### config.mk
export PLATFORM = sky130hd
export DESIGN_NAME = mult_div_unit
export DESIGN_NICKNAME = d
export VERILOG_FILES = /design/src/rtl/md_pkg.sv /design/src/rtl/md_step.sv /design/src/rtl/mult_div_unit.sv
export SDC_FILE = /design/constraint.sdc
export NUM_CORES = 1
export LEC_CHECK = 0
export CORE_MARGIN = 2
export CORE_UTILIZATION = 50
export CTS_CLUSTER_DIAMETER = 30
export CTS_CLUSTER_SIZE = 10
export DETAILED_ROUTE_END_ITERATION = 8
export PLACE_DENSITY = 0.72
export SLEW_MARGIN = 20
export SYNTH_ARGS = -nofsm -noshare
export SYNTH_HDL_FRONTEND = slang
export SYNTH_HIERARCHICAL = 1
export SYNTH_SLANG_ARGS = --single-unit
### constraint.sdc
create_clock -name clk -period 6 [get_ports clk]
set_input_delay 1.8 -clock clk [delete_from_list [all_inputs] [get_ports clk]]
set_output_delay 1.8 -clock clk [all_outputs]
set_load 0.02 [all_outputs]
### src/rtl/md_pkg.sv
// Shared definitions for the multicycle multiply/divide unit: op codes,
// FSM states and the iteration count.
package md_pkg;

    localparam int MD_ITERATIONS = 32;

    localparam logic MD_OP_MULT = 1'b0;
    localparam logic MD_OP_DIV  = 1'b1;

    typedef enum logic [1:0] {
        ST_IDLE = 2'd0,
        ST_MULT = 2'd1,
        ST_DIV  = 2'd2,
        ST_DONE = 2'd3
    } md_state_e;

endpackage

### src/rtl/md_step.sv
// One combinational iteration: radix-2 Booth step over {hi, lo, q-1} for MULT,
// or one restoring shift/subtract step on unsigned magnitudes for DIV.
module md_step
    import md_pkg::*;
#(
    parameter int WIDTH = 32
) (
    input  logic             op_i,
    input  logic [WIDTH-1:0] acc_hi_i,
    input  logic [WIDTH-1:0] acc_lo_i,
    input  logic             acc_q1_i,
    input  logic [WIDTH-1:0] m_i,
    output logic [WIDTH-1:0] nxt_hi_o,
    output logic [WIDTH-1:0] nxt_lo_o,
    output logic             nxt_q1_o
);

    // One extra bit so that subtracting the most negative multiplicand cannot overflow.
    logic [WIDTH:0] booth_sum;
    logic [WIDTH:0] rem_sh;
    logic [WIDTH:0] trial;

    always_comb begin
        booth_sum = {acc_hi_i[WIDTH-1], acc_hi_i};
        case ({acc_lo_i[0], acc_q1_i})
            2'b01:   booth_sum = {acc_hi_i[WIDTH-1], acc_hi_i} + {m_i[WIDTH-1], m_i};
            2'b10:   booth_sum = {acc_hi_i[WIDTH-1], acc_hi_i} - {m_i[WIDTH-1], m_i};
            default: booth_sum = {acc_hi_i[WIDTH-1], acc_hi_i};
        endcase

        rem_sh = {acc_hi_i, acc_lo_i[WIDTH-1]};
        trial  = rem_sh - {1'b0, m_i};

        if (op_i == MD_OP_DIV) begin
            if (!trial[WIDTH]) begin
                nxt_hi_o = trial[WIDTH-1:0];
                nxt_lo_o = {acc_lo_i[WIDTH-2:0], 1'b1};
            end else begin
                nxt_hi_o = rem_sh[WIDTH-1:0];
                nxt_lo_o = {acc_lo_i[WIDTH-2:0], 1'b0};
            end
            nxt_q1_o = 1'b0;
        end else begin
            nxt_hi_o = booth_sum[WIDTH:1];
            nxt_lo_o = {booth_sum[0], acc_lo_i[WIDTH-1:1]};
            nxt_q1_o = acc_lo_i[0];
        end
    end

endmodule

### src/rtl/mult_div_unit.sv
// Multicycle signed MULT/DIV unit with architectural HI/LO registers that
// update only when an operation completes.
module mult_div_unit
    import md_pkg::*;
#(
    parameter int WIDTH = 32
) (
    input  logic             clk,
    input  logic             reset_n,
    input  logic             start,
    input  logic             op,
    input  logic [WIDTH-1:0] a,
    input  logic [WIDTH-1:0] b,
    input  logic             hi_lo_sel,
    output logic [WIDTH-1:0] hi,
    output logic [WIDTH-1:0] lo,
    output logic [WIDTH-1:0] md_out,
    output logic             busy,
    output logic             done,
    output logic             div_zero
);

    localparam int                CNT_W     = $clog2(MD_ITERATIONS + 1);
    localparam logic [CNT_W-1:0]  LAST_STEP = CNT_W'(MD_ITERATIONS - 1);

    md_state_e        state_q;
    logic [CNT_W-1:0] cnt_q;
    logic [WIDTH-1:0] hi_q, lo_q;
    logic             busy_q, done_q, dz_q;

    logic [WIDTH-1:0] acc_hi_q, acc_lo_q, m_q;
    logic             acc_q1_q;
    logic             neg_quo_q, neg_rem_q;

    logic [WIDTH-1:0] step_hi, step_lo;
    logic             step_q1;
    logic             step_op;
    logic [WIDTH-1:0] hi_d, lo_d;
    logic [WIDTH-1:0] abs_a, abs_b;
    logic             accept;

    assign accept  = (state_q == ST_IDLE) && start;
    assign step_op = (state_q == ST_DIV) ? MD_OP_DIV : MD_OP_MULT;
    assign abs_a   = a[WIDTH-1] ? -a : a;
    assign abs_b   = b[WIDTH-1] ? -b : b;

    md_step #(.WIDTH(WIDTH)) u_step (
        .op_i     (step_op),
        .acc_hi_i (acc_hi_q),
        .acc_lo_i (acc_lo_q),
        .acc_q1_i (acc_q1_q),
        .m_i      (m_q),
        .nxt_hi_o (step_hi),
        .nxt_lo_o (step_lo),
        .nxt_q1_o (step_q1)
    );

    // Signs are reapplied to the last step's magnitudes as they are written to HI/LO.
    always_comb begin
        hi_d = step_hi;
        lo_d = step_lo;
        if (state_q == ST_DIV) begin
            hi_d = neg_rem_q ? -step_hi : step_hi;
            lo_d = neg_quo_q ? -step_lo : step_lo;
        end
    end

    always_ff @(posedge clk or negedge reset_n) begin
        if (!reset_n) begin
            state_q <= ST_IDLE;
            cnt_q   <= '0;
            hi_q    <= '0;
            lo_q    <= '0;
            busy_q  <= 1'b0;
            done_q  <= 1'b0;
            dz_q    <= 1'b0;
        end else begin
            case (state_q)
                ST_IDLE: begin
                    if (start) begin
                        busy_q <= 1'b1;
                        cnt_q  <= '0;
                        if (op == MD_OP_DIV && b == '0) begin
                            state_q <= ST_DONE;
                            done_q  <= 1'b1;
                            dz_q    <= 1'b1;
                        end else if (op == MD_OP_DIV) begin
                            state_q <= ST_DIV;
                        end else begin
                            state_q <= ST_MULT;
                        end
                    end
                end
                ST_MULT, ST_DIV: begin
                    cnt_q <= cnt_q + 1'b1;
                    if (cnt_q == LAST_STEP) begin
                        state_q <= ST_DONE;
                        done_q  <= 1'b1;
                        hi_q    <= hi_d;
                        lo_q    <= lo_d;
                    end
                end
                ST_DONE: begin
                    state_q <= ST_IDLE;
                    busy_q  <= 1'b0;
                    done_q  <= 1'b0;
                    dz_q    <= 1'b0;
                end
                default: state_q <= ST_IDLE;
            endcase
        end
    end

    // Working registers hold partial results only; they never need a reset value.
    always_ff @(posedge clk) begin
        if (accept) begin
            acc_hi_q <= '0;
            acc_q1_q <= 1'b0;
            if (op == MD_OP_MULT) begin
                acc_lo_q <= b;
                m_q      <= a;
            end else begin
                acc_lo_q  <= abs_a;
                m_q       <= abs_b;
                neg_quo_q <= a[WIDTH-1] ^ b[WIDTH-1];
                neg_rem_q <= a[WIDTH-1];
            end
        end else if (state_q == ST_MULT || state_q == ST_DIV) begin
            acc_hi_q <= step_hi;
            acc_lo_q <= step_lo;
            acc_q1_q <= step_q1;
        end
    end

    assign hi       = hi_q;
    assign lo       = lo_q;
    assign md_out   = hi_lo_sel ? hi_q : lo_q;
    assign busy     = busy_q;
    assign done     = done_q;
    assign div_zero = dz_q;

endmodule

---- Yosys cells after proc, flatten, opt, wreduce, memory -nomap -nowiden ----
Index checks and enable logic that the tools add are counted.
cells by class
  reductions and logical operators ........ 16
  add/subtract/negate cells ............... 8
  bitwise logic cells ..................... 1
  equal/unequal tests ..................... 9
  mux-type cells .......................... 32
operators with widths
  cell                                                                   count
  32-bit two-way mux                                                     14
  32-bit negation                                                        4
  33-bit one-hot mux with 2 select lines                                 1
  32-bit by 32-bit adder with 33-bit output                              1
  32-bit by 32-bit subtractor with 33-bit output                         1
  33-bit by 32-bit subtractor with 33-bit output                         1
  32-bit logical NOT                                                     1
  6-bit one-hot mux with 2 select lines                                  1
  2-bit AND reduction                                                    5
  2-bit two-way mux                                                      4
  1-bit two-way mux                                                      7
  6-bit by 1-bit adder with 6-bit output, second input constant          1
  2-bit equality test, second input constant                             3
  6-bit by 5-bit equality test with 1-bit output, second input constant  1
  6-bit two-way mux                                                      1
  2-bit one-hot mux with 3 select lines                                  1
  3-bit AND reduction                                                    2
  2-bit nonzero test                                                     3
  2-bit by 1-bit equality test with 1-bit output, second input constant  2
  2-bit != test, second input constant                                   2
  1-bit one-hot mux with 2 select lines                                  2
  1-bit one-hot mux with 3 select lines                                  1
  1-bit logical AND                                                      2
  2-bit logical NOT                                                      1
  other kinds (4)                                                        4
word-level totals
  register bits ........................... 174
  output and inout bits ................... 99
  logic and storage cells ................. 79

---- Longest topological paths before layout ----
Gate-level depths: netlist (run 1).
  depth after elaboration ................. 6
  gate-level depth with buffers ........... 25
  depth with buffers taken out ............ 24

---- By module ----
Netlist (run 1), hierarchy kept.
by module, submodules not included
  module         instances  cells each  sequential area each (µm²)  area each (µm²)
  mult_div_unit  1          1101        4519.3                      10313.6
  md_step        1          780         0.0                         5356.4

---- Worst setup path before layout (run 1) ----
Ideal clock, no wire load.
  path type ............................... register to register
  start point ............................. register m_q[1]
  end point ............................... register hi_q[30] (netlist: hi[30])
  buffers on the path ..................... 1
  path slack .............................. 925 ps
  required time ........................... 5876 ps
  arrival time ............................ 4951 ps
  clock period less this slack ............ 5075 ps
  setup time .............................. 124 ps
  cell stages (with the launch flop) ...... 25
  cell sequence ........................... edfxtp_1 inv_1 ha_1 inv_1 nor4_1 and2_1 clkbuf_1 a41oi_1 xnor2_1 ha_1 a21oi_1 or3b_1 a211oi_1 a21bo_2 o221ai_2 a31oi_1 o21bai_1 xnor2_1 o21ai_0 o21a_1 or4_1 nor4_1 nand4_1 nor3b_1 o31a_1
between the ends
  word-level cells in the longest chain between the ends .. 6
  elaborated cells between the ends (all ways) .. 9
  classes of those cells .................. add/sub: 4; mux: 5
ends and longest elaborated chain
  what                                                                          line                          text
  from (decl)                                                                   mult_div_unit.sv:31           logic [WIDTH-1:0] acc_hi_q, acc_lo_q, m_q;
  from (signal assigned)                                                        mult_div_unit.sv:124          m_q <= abs_b;
  32-bit by 32-bit subtractor with 33-bit output, or another cell as far along  md_step.sv:27                 2'b10: booth_sum = {acc_hi_i[WIDTH-1], acc_hi_i} - {m_i[WIDTH-1], m_i};
  33-bit one-hot mux with 2 select lines or 32-bit two-way mux (tied branches)  md_step.sv:25, md_step.sv:35
  32-bit two-way mux (*)                                                        md_step.sv:34                 if (op_i == MD_OP_DIV) begin
  via step_hi[25]                                                               mult_div_unit.sv:35           logic [WIDTH-1:0] step_hi, step_lo;
  32-bit negation (*)                                                           mult_div_unit.sv:63           hi_d = neg_rem_q ? -step_hi : step_hi;
  32-bit two-way mux (*)                                                        mult_div_unit.sv:63
  32-bit two-way mux (*)                                                        mult_div_unit.sv:62           if (state_q == ST_DIV) begin
  to (signal assigned)                                                          mult_div_unit.sv:99           hi_q <= hi_d;
  to (decl)                                                                     mult_div_unit.sv:28           logic [WIDTH-1:0] hi_q, lo_q;
Mark *: on every way through the listed nets, which the timed path passes. The rest lies on a longest branch.
A chain may end at the register's enable or synchronous reset.

---- Worst setup path in the final report (run 1) ----
Ends and elaborated chain as after synthesis.

==> reports/results.tsv, run 1 <==
stage	metric	value	unit
status	status	complete, no violations	
grt	global-route wire length before repair	79.6	mm
finish	fillcell total	2778	
logic_synthesis	number of synthesized flops with an enable pin	66	
logic_synthesis	largest family of logic cells by synthesized area	compound AO/OA/AOI/OAI gates	
place	DPL Wire Length	40.3	mm
place	DP Area	17800	um2
cts	Clock Tree Root	clkbuf_16	
die	Die H	181	um
finish	sequential cell area	4520	um2
grt	gr usage total	0.309	
die	I/O pin count	168	
logic_synthesis	post-synth cell types	86	
place	buffers added on ports	167	
die	Std-Cell Rows	64	
cts	Max clock buf depth	2	
place	pre-CTS setup slack	0.123	ns
setup_path	worst-path maximum fanout	7	
run	max cap viols	0	
finish	most frequent cells in the layout	clkdlybuf4s50_1, nor2_1, a21oi_1, o21ai_0, nand2_1	
routing	Wirelength per Cell	21.3	um
logic_synthesis	post-synthesis instance area	15700	um2
routing	DRT iter0 DRCs	1434	
routing	antenna viol nets, final	0	
finish	area occupied by multi-input gates	10500	um2
routing	DRC	0	
place	Cell Count Post-Placement	2385	
cts	clk slew on worst S/H paths	0.07	ns
timing	fmax	0.172	GHz
routing	final wirelength	51.6	mm
setup_path	R2R Path End	hi[30]	
power	Leak	7.45	nW
grt	vias in the first global route	14000	
setup_path	R2R setup slack	0.18	ns
power	Logic pwr share	0.732	
setup_path	startpoint types	flop	
logic_synthesis	ys async rst share	0.431	
setup_path	critical path depth in cells	23	
logic_synthesis	leading post-synthesis cells by cell area	edfxtp_1, dfrtp_1, xnor2_1	
place	GP Congestion	1.01	
finish	synth-to-layout area growth	17.6	%
power	sequential power share	0.168	
grt	initial antenna violation count	2	
setup_path	Critical Path End	hi[30]	
logic_synthesis	sequential area share after synthesis	0.288	
grt	total global routing overflow	0	
setup_path	crit path cell chain	inv_1 > ha_1 > inv_1 > nor4_2 > and2_1 > a41oi_1 > xnor2_1 > ha_1 > a21oi_1 > or3b_1 > a211oi_1 > a21bo_2 > o221ai_2 > a31oi_2 > xor2_1 > nor2_1 > a211oi_1 > a21oi_1 > or4_1 > nor4_2 > nand4_1 > nor3b_1 > o31a_1	
logic_synthesis	xor/xnor share of the synthesized area	0.111	
logic_synthesis	compound-gate portion of the synthesized area	0.228	
finish	most common cell after layout, fill and taps aside	clkdlybuf4s50_1	
finish	final cell count without fillers	2417	
cts	CTS tree	yes	
setup_path	Req. time, crit path	6.33	ns
setup_path	critical path's slowest cell	or4_1	
timing	final setup slack of the worst path	0.184	ns
grt	largest net degree at the start of global routing	85	
finish	layout cell share with drive strength beyond 1	0.0881	
power	Switching Share	0.512	
timing	pin slew with the least headroom to its limit	0.858	ns
cts	CTS sink cnt	174	
min_path	Hold Crit Class	reg2reg	
logic_synthesis	post-synth top area share	0.126	
routing	vias per cell	6.19	
cts	total CTS buffers	17	
timing	fin crit period	5.82	ns
logic_synthesis	dominant cell type by area after synthesis	edfxtp_1	
finish	final net count	2154	
power	cell internal pwr	5.88	mW
setup_path	critical path class	reg2reg	
setup_path	Crit. Startpoint	m_q[1]	
power	Clock power frac	0.100	
timing	worst rel slew slack	0.428	
die	die width	181	um
logic_synthesis	Net Count, Synth	2027	
logic_synthesis	ys flop type	dfrtp_1	
setup_path	Worst path max stage delay	0.56	ns
logic_synthesis	synthesized instance count	1881	
die	core area	30700	um2
setup_path	Top Family by Delay on Critical Path	simple AND/OR/NAND/NOR gates	
logic_synthesis	post-synthesis mux area share	0.0893	
power	pwr/cell area	654	nW/um2
die	Initial Util	0.510	
setup_path	Reg2Reg Depth	23	
logic_synthesis	Yosys reg bits	174	
finish	Diodes inserted	0	
setup_path	Worst Setup End Kind	flop	
logic_synthesis	Simple-Gate Fraction of Synth Area	0.176	
routing	DR vias	15000	
cts	H-tree depth	4	
timing	Hold Vio Cnt, Final	0	
power	NetSw	6.17	mW
cts	clock latency on the worst-skew pair	0.45	ns
timing	Final Slew Violations	0	
routing	DR pass1 iterations	7	
die	die area	32800	um2
logic_synthesis	Syn. warnings	6	
timing	clk_skew	0.0160	ns
logic_synthesis	Mapped Avg Cell Area	8.33	um2
setup_path	Arrival @ worst endpoint	6.15	ns
setup_path	r2r startpoint	m_q[1]	
power	VDD IR max	473	uV
setup_path	Buf+Inv Stages, Crit Path	2	
timing	fin crit share	0.969	
timing	# setup viols final	0	
finish	Post-Layout Inst Area	18400	um2
logic_synthesis	Post-Synth Adder-Cell Area	0.0624	
timing	RSZ-0062 raised after global routing	yes	
==> worst min path at each step <==
stage	start	endpoint	slack [ns]	cells past startpoint
6_report	hi[24]	hi[24]	0.51	2
5_1_grt	acc_q1_q	acc_q1_q	0.53	2
4_1_cts	hi[24]	hi[24]	0.51	2
3_5_place_dp	hi[24]	hi[24]	0.49	2
3_3_place_gp	acc_q1_q	acc_q1_q	0.49	2
2_1_floorplan	acc_q1_q	acc_q1_q	0.46	2
==> cells by family after synthesis <==
family | after synthesis
fa+ha+maj | 77
xor+xnor | 197
compound gates | 567
flops | 174
simple gates | 556
mux | 132
buf+inv | 178
==> stage by stage <==
step | hold WS (ns) | util | TNS, ns | power (mW)
5_1_grt | 0.528 | 0.599 | -0.0863 | 12.8
3_5_place_dp | 0.492 | 0.578 | 0 | 10.6
3_3_place_gp | 0.485 | 0.578 | 0 | 10.5
6_report | 0.506 | 0.599 | 0 | 12.0
4_1_cts | 0.508 | 0.598 | 0 | 11.9
2_1_floorplan | 0.460 | - | 0 | 8.13
==> cell usage after synthesis, drive strengths merged (21+ instances only) <==
cell type  count
buf           22
dfxtp         33
xor2          88
inv           72
edfxtp        66
a21o          37
ha            75
nor2         164
a21oi        161
o31ai         30
nor3          33
o41ai         21
a211oi        24
nand3         32
o21ai        165
mux2          62
mux2i         70
nor4          26
xnor2        109
dfrtp         75
clkbuf        82
nor3b         25
a31oi         41
nand2        152
==> worst min-delay path, cell delays in order, from the launching register on <==
cell and delay [ns]:
dfrtp_1 0.36, nand2_1 0.05, o21ai_0 0.06
==> sequential cells by signal (all words and copies together), names as in the netlist <==
register	flops
done	1
lo	32
div_zero	1
m_q	32
acc_lo_q	32
neg_quo_q	1
acc_q1_q	1
cnt_q	6
acc_hi_q	32
neg_rem_q	1
hi	32
state_q	2
busy	1
==> per-layer routing <==
metal | wire, um | GRT usage
met1 | 22300 | 0.416
met2 | 24100 | 0.514
met3 | 3290 | 0.0357
met4 | 1760 | 0.113
met5 | 19 | 0
==> power by group through the flow <==
stage | Clock (mW) | Combinational [mW] | Sequential, mW
after floorplan | 0 | 6.18 | 1.94
after global placement | 0 | 8.46 | 2.03
after detailed placement | 0 | 8.58 | 2.04
after CTS | 1.22 | 8.63 | 2.02
after global routing | 1.26 | 9.52 | 2.07
final | 1.20 | 8.82 | 2.03
==> what timing repair did <==
item | 4_1_cts | 5_1_grt
endpoints found under the setup margin | 1 | 3
setup buffers | 0 | 0
cloned | 0 | 0
gates resized for setup | 1 | 4
hold buffers | 0 | 0
==> cell type report <==
type	instances	share of cell area
Clock inverter	10	0.00598
Clock buffer	22	0.0276
Tap cell	396	0.0269
Multi-Input combinational cell	1529	0.570
Timing Repair Buffer	212	0.109
Sequential cell	174	0.245
Inverter	74	0.0151
No activity file was read; power rests on OpenSTA's default activity.
==> run 2: changes to the inputs <==
- DONT_BUFFER_PORTS: default -> 1
- PLACE_DENSITY: 0.72 -> default
- REMOVE_ABC_BUFFERS: default -> 1
==> run 2 against run 1 <==
Clock power fell by 7%. Critical path depth did not move. Cell count fell by 7.3%. Combinational power fell by 6.0%. Count of clock-buffer cells in the layout fell by 4. Setup slack improved by 0.33 ns. Sequential power barely moved. Via count fell by 5.6%. Non-clock buffer count fell by 177. Clock skew fell by 0.0030 ns. Global-route usage fell by 0.51 points.
==> reports/results.tsv, run 2 (same netlist as run 1, synthesis figures left out) <==
stage	metric	value	unit
finish	most frequent cells in the layout	nor2_1, a21oi_1, o21ai_0, nand2_1, xnor2_1	
place	DP Area	16000	um2
cts	CTS sink cnt	174	
finish	layout cell share with drive strength beyond 1	0.0911	
grt	initial antenna violation count	1	
power	VDD IR max	532	uV
die	Initial Util	0.510	
grt	largest net degree at the start of global routing	118	
cts	CTS tree	yes	
grt	total global routing overflow	0	
setup_path	startpoint types	flop	
die	die area	32800	um2
die	core area	30700	um2
timing	fin crit period	5.49	ns
routing	final wirelength	50.2	mm
timing	final setup slack of the worst path	0.512	ns
timing	clk_skew	0.0130	ns
finish	area occupied by multi-input gates	10500	um2
routing	DR vias	14100	
timing	RSZ-0062 raised after global routing	no	
place	buffers added on ports	0	
power	Leak	6.77	nW
die	die width	181	um
cts	Max clock buf depth	2	
grt	gr usage total	0.304	
die	Std-Cell Rows	64	
cts	clock latency on the worst-skew pair	0.44	ns
routing	vias per cell	6.31	
finish	final net count	1977	
min_path	Hold Crit Class	reg2reg	
place	pre-CTS setup slack	0.456	ns
routing	DRC	0	
setup_path	Req. time, crit path	6.32	ns
grt	global-route wire length before repair	78.1	mm
status	status	complete, no violations	
timing	Hold Vio Cnt, Final	0	
power	Clock power frac	0.098	
timing	Final Slew Violations	0	
cts	H-tree depth	4	
cts	Clock Tree Root	clkbuf_16	
finish	Diodes inserted	0	
routing	DR pass1 iterations	5	
power	pwr/cell area	689	nW/um2
cts	clk slew on worst S/H paths	0.07	ns
setup_path	Worst Setup End Kind	flop	
run	max cap viols	0	
timing	# setup viols final	0	
timing	pin slew with the least headroom to its limit	1.05	ns
grt	vias in the first global route	13100	
setup_path	worst-path maximum fanout	6	
setup_path	critical path class	reg2reg	
setup_path	Arrival @ worst endpoint	5.81	ns
routing	Wirelength per Cell	22.4	um
power	Switching Share	0.512	
routing	antenna viol nets, final	0	
finish	sequential cell area	4520	um2
power	sequential power share	0.180	
cts	total CTS buffers	17	
timing	Setup TNS	0	ns
timing	worst rel slew slack	0.303	
finish	fillcell total	2993	
place	GP Congestion	0.928	
timing	fmax	0.182	GHz
finish	Layout Utilization	0.541	
finish	most common cell after layout, fill and taps aside	nor2_1	
power	NetSw	5.87	mW
timing	fin crit share	0.915	
power	Logic pwr share	0.722	
finish	Post-Layout Inst Area	16600	um2
die	I/O pin count	168	
finish	synth-to-layout area growth	6.22	%
place	DPL Wire Length	38.5	mm
cts	CTS Hold Bufs	0	
power	cell internal pwr	5.60	mW
routing	DRT iter0 DRCs	1270	
die	Die H	181	um
timing	worst hold slack	0.513	ns
## run 2: cell type report
class | instances | area share
Inverter | 74 | 0.0167
Tap cell | 396 | 0.0298
Multi-Input combinational cell | 1529 | 0.632
Clock buffer | 18 | 0.0258
Timing Repair Buffer | 35 | 0.0158
Sequential cell | 174 | 0.272
Clock inverter | 14 | 0.00842
## run 2: worst max-delay path, stage by stage, from the launching register on
cell and delay [ns]:
edfxtp_1 0.45, inv_1 0.11, ha_1 0.21, inv_1 0.07, nor4_1 0.22, buf_4 0.17
nor2_1 0.04, xnor2_1 0.20, ha_1 0.34, a21o_1 0.20, a21o_1 0.17, a211o_1 0.28
a21oi_1 0.15, o211a_1 0.26, nor2_1 0.11, o41ai_4 0.47, xnor2_1 0.12, nand2_1 0.09
a31oi_1 0.16, or4_1 0.56, nor2_1 0.38, nand4_1 0.16, nor3b_1 0.17, o31a_1 0.26
## run 2: final timing paths
check	start	endpoint	slack (ns)	cells past startpoint
setup / recovery	m_q[1]	hi[30]	0.51	23
max in group asynchronous	reset_n	lo[22]	4.78	0
hold reg to reg	acc_q1_q	acc_q1_q	0.51	2
min in group asynchronous	reset_n	div_zero	1.04	0
setup reg to reg	m_q[1]	hi[30]	0.51	23
hold / removal	acc_q1_q	acc_q1_q	0.51	2
## run 2: power by group through the flow
stage	logic, mW	registers [mW]	clock network [mW]
5_1_grt	9.08	2.10	1.19
4_1_cts	8.12	2.06	1.14
6_report	8.29	2.06	1.12
3_5_place_dp	8.06	2.08	0
3_3_place_gp	8.03	2.08	0
2_1_floorplan	6.07	1.94	0
## run 2: routing by layer
metal  GRT usage  wire length (um)  vias up
met4      0.0660               774        0
met2       0.469             22200      501
li1            -                 -     6783
met1       0.445             23900     6797
met5           0                 0        -
met3      0.0522              3360       49
## run 2: timing repair
item,in CTS,in global routing
setup endpoints to repair,0,5
gates resized for setup,0,8
setup buffers,0,0
## run 2: through the flow
step,power (mW),std cells
after CTS,11.3,2240
after global placement,10.1,2208
after floorplan,8.01,1777
after detailed placement,10.1,2208
after global routing,12.4,2240
final,11.5,2240
==> run 3: changes to the inputs <==
- CTS_BUF_LIST: default -> sky130_fd_sc_hd__clkbuf_8
==> run 3 against run 2 <==
Die area unchanged. Clock skew up 0.0046 ns. Via count about the same. Highest routed layer unchanged. Largest cell class unchanged. Core utilization down 0.61 points. Global-route usage down 0.065 points. Fmax down 0.23%. Register-to-register slack about the same. Hold slack better by 0.0060 ns. Final area down 1.1%. Wire length about the same.
==> reports/results.tsv, run 3 (same netlist as run 1, synthesis figures left out) <==
stage	metric	value	unit
finish	synth-to-layout area growth	5.01	%
finish	most frequent cells in the layout	nor2_1, a21oi_1, o21ai_0, nand2_1, xnor2_1	
setup_path	Worst path max stage delay	0.55	ns
status	status	complete, no violations	
cts	CTS tree	yes	
setup_path	startpoint types	flop	
grt	largest net degree at the start of global routing	118	
place	DP Area	16000	um2
finish	sequential cell area	4520	um2
grt	gr usage total	0.303	
finish	final cell count without fillers	2241	
timing	clk_skew	0.0176	ns
timing	fmax	0.182	GHz
run	max cap viols	0	
timing	pin slew with the least headroom to its limit	1.04	ns
place	Cell Count Post-Placement	2208	
grt	global-route wire length before repair	77.7	mm
routing	DRT iter0 DRCs	1269	
setup_path	r2r startpoint	m_q[16]	
routing	final wirelength	50.2	mm
routing	antenna viol nets, final	0	
timing	Hold Vio Cnt, Final	0	
cts	clock latency on the worst-skew pair	0.49	ns
cts	clk slew on worst S/H paths	0.10	ns
grt	met1 usage	0.438	
place	buffers added on ports	0	
setup_path	crit path cell chain	nor4_1 > buf_4 > nand3_1 > nor3_2 > and2_1 > a31oi_1 > xnor2_1 > ha_1 > a21o_1 > a21oi_1 > o21bai_1 > a2111oi_1 > o21bai_1 > a31oi_2 > xor2_1 > nor2_1 > a211oi_1 > a21oi_1 > or4_1 > nor2_1 > a41oi_1 > xnor2_1 > o21ai_0	
die	I/O pin count	168	
power	pwr/cell area	680	nW/um2
routing	DRC	0	
power	VDD IR max	511	uV
min_path	min-delay src	acc_q1_q	
min_path	Cells on Worst Hold Path	2	
place	GP Congestion	0.928	
setup_path	Reg2Reg Depth	23	
setup_path	Req. time, crit path	6.39	ns
setup_path	Top Family by Delay on Critical Path	compound AO/OA/AOI/OAI gates	
timing	worst rel slew slack	0.304	
timing	fin crit period	5.50	ns
setup_path	R2R setup slack	0.50	ns
routing	vias per cell	6.31	
grt	initial antenna violation count	1	
finish	final net count	1977	
grt	GRT Max-Usage Layer	met2	
timing	Final Slew Violations	0	
min_path	Hold Path Sink	acc_q1_q	
finish	layout cell share with drive strength beyond 1	0.0911	
setup_path	Worst Setup End Kind	flop	
cts	Max clock buf depth	2	
finish	most common cell after layout, fill and taps aside	nor2_1	
die	Std-Cell Rows	64	
routing	DR pass1 iterations	6	
setup_path	critical path's slowest cell	or4_1	
die	die width	181	um
grt	total global routing overflow	0	
setup_path	R2R Path End	hi[31]	
cts	CTS sink cnt	174	
cts	H-tree depth	4	
die	Initial Util	0.510	
cts	total CTS buffers	17	
finish	Post-Layout Inst Area	16500	um2
cts	CTS Hold Bufs	0	
finish	fillcell total	3016	
min_path	Hold Crit Class	reg2reg	
finish	area occupied by multi-input gates	10500	um2
routing	Wirelength per Cell	22.4	um
grt	M2 GR Usage	0.460	
routing	DR vias	14100	
die	core area	30700	um2
timing	worst hold slack	0.519	ns
timing	fin crit share	0.917	
place	DPL Wire Length	38.5	mm
die	Die H	181	um
setup_path	worst-path maximum fanout	8	
cts	Clock Tree Root	clkbuf_8	
timing	# setup viols final	0	
timing	RSZ-0062 raised after global routing	no	
grt	vias in the first global route	13100	
timing	Setup TNS	0	ns
power	Leak	6.69	nW
setup_path	critical path class	reg2reg	
die	die area	32800	um2
setup_path	Buf+Inv Stages, Crit Path	1	
setup_path	Arrival @ worst endpoint	5.89	ns
grt	met3 Use GR	0.0617	
==> run 3: cell types whose count changed in the layout (fill, tap and decap cells not counted), sizes merged <==
cell | before | now
diode | 0 | 1
inv | 77 | 78
clkbuf | 18 | 17
==> run 3: report_power, final <==
group	switching (mW)	internal (mW)	total [mW]
registers	0.370	1.69	2.06
logic	4.99	3.29	8.28
clock network	0.472	0.368	0.841
total	5.83	5.35	11.2
==> run 3: how the worst max path moves through the flow <==
| stage | from | endpoint | slack [ns] | depth (start not counted) |
|---|---|---|---|---|
| 5_1_grt | m_q[1] | hi[23] | 0.01 | 23 |
| 3_3_place_gp | m_q[16] | hi[31] | 0.46 | 23 |
| 6_report | m_q[16] | hi[31] | 0.50 | 23 |
| 2_1_floorplan | m_q[24] | hi[31] | 0.25 | 15 |
| 4_1_cts | m_q[16] | hi[31] | 0.45 | 23 |
| 3_5_place_dp | m_q[16] | hi[31] | 0.46 | 23 |
==> run 3: metrics by stage <==
step | total power, mW | utilization | setup slack [ns]
after detailed placement | 10.1 | 0.521 | 0.456
final | 11.2 | 0.535 | 0.500
after global routing | 12.1 | 0.535 | 0.00978
after global placement | 10.1 | 0.521 | 0.464
after floorplan | 8.01 | - | 0.254
after CTS | 11.0 | 0.534 | 0.454
==> run 3: layer usage <==
| metal | share of wire | wire length, um |
|---|---|---|
| met1 | 0.47 | 23400 |
| met2 | 0.43 | 21800 |
| met3 | 0.077 | 3860 |
| met4 | 0.023 | 1130 |
| met5 | 0 | 0 |
==> run 3: worst reg2reg max path, cell delays in order, from the launching register on <==
cell,delay [ns]
edfxtp_1,0.50
nor4_1,0.32
buf_4,0.18
nand3_1,0.11
nor3_2,0.23
and2_1,0.26
a31oi_1,0.13
xnor2_1,0.15
ha_1,0.41
a21o_1,0.25
a21oi_1,0.18
o21bai_1,0.09
a2111oi_1,0.38
o21bai_1,0.16
a31oi_2,0.26
xor2_1,0.17
nor2_1,0.05
a211oi_1,0.24
a21oi_1,0.18
or4_1,0.55
nor2_1,0.12
a41oi_1,0.15
xnor2_1,0.17
o21ai_0,0.15
==> run 3: cell type report <==
cell class | count | area share
clock buffers | 17 | 0.0142
well taps | 396 | 0.0301
diodes | 1 | 0.000152
multi-input cells | 1529 | 0.639
inverters | 74 | 0.0169
flip-flops and latches | 174 | 0.275
repair buffers | 35 | 0.0160
clock inverters | 15 | 0.00874
==> run 3: timing repair <==
| item | in CTS | in global routing |
|---|---|---|
| endpoints found under the setup margin | 0 | 5 |
| resized for setup | 0 | 8 |
| hold endpoints to repair | 0 | 0 |
| setup buffers | 0 | 0 |
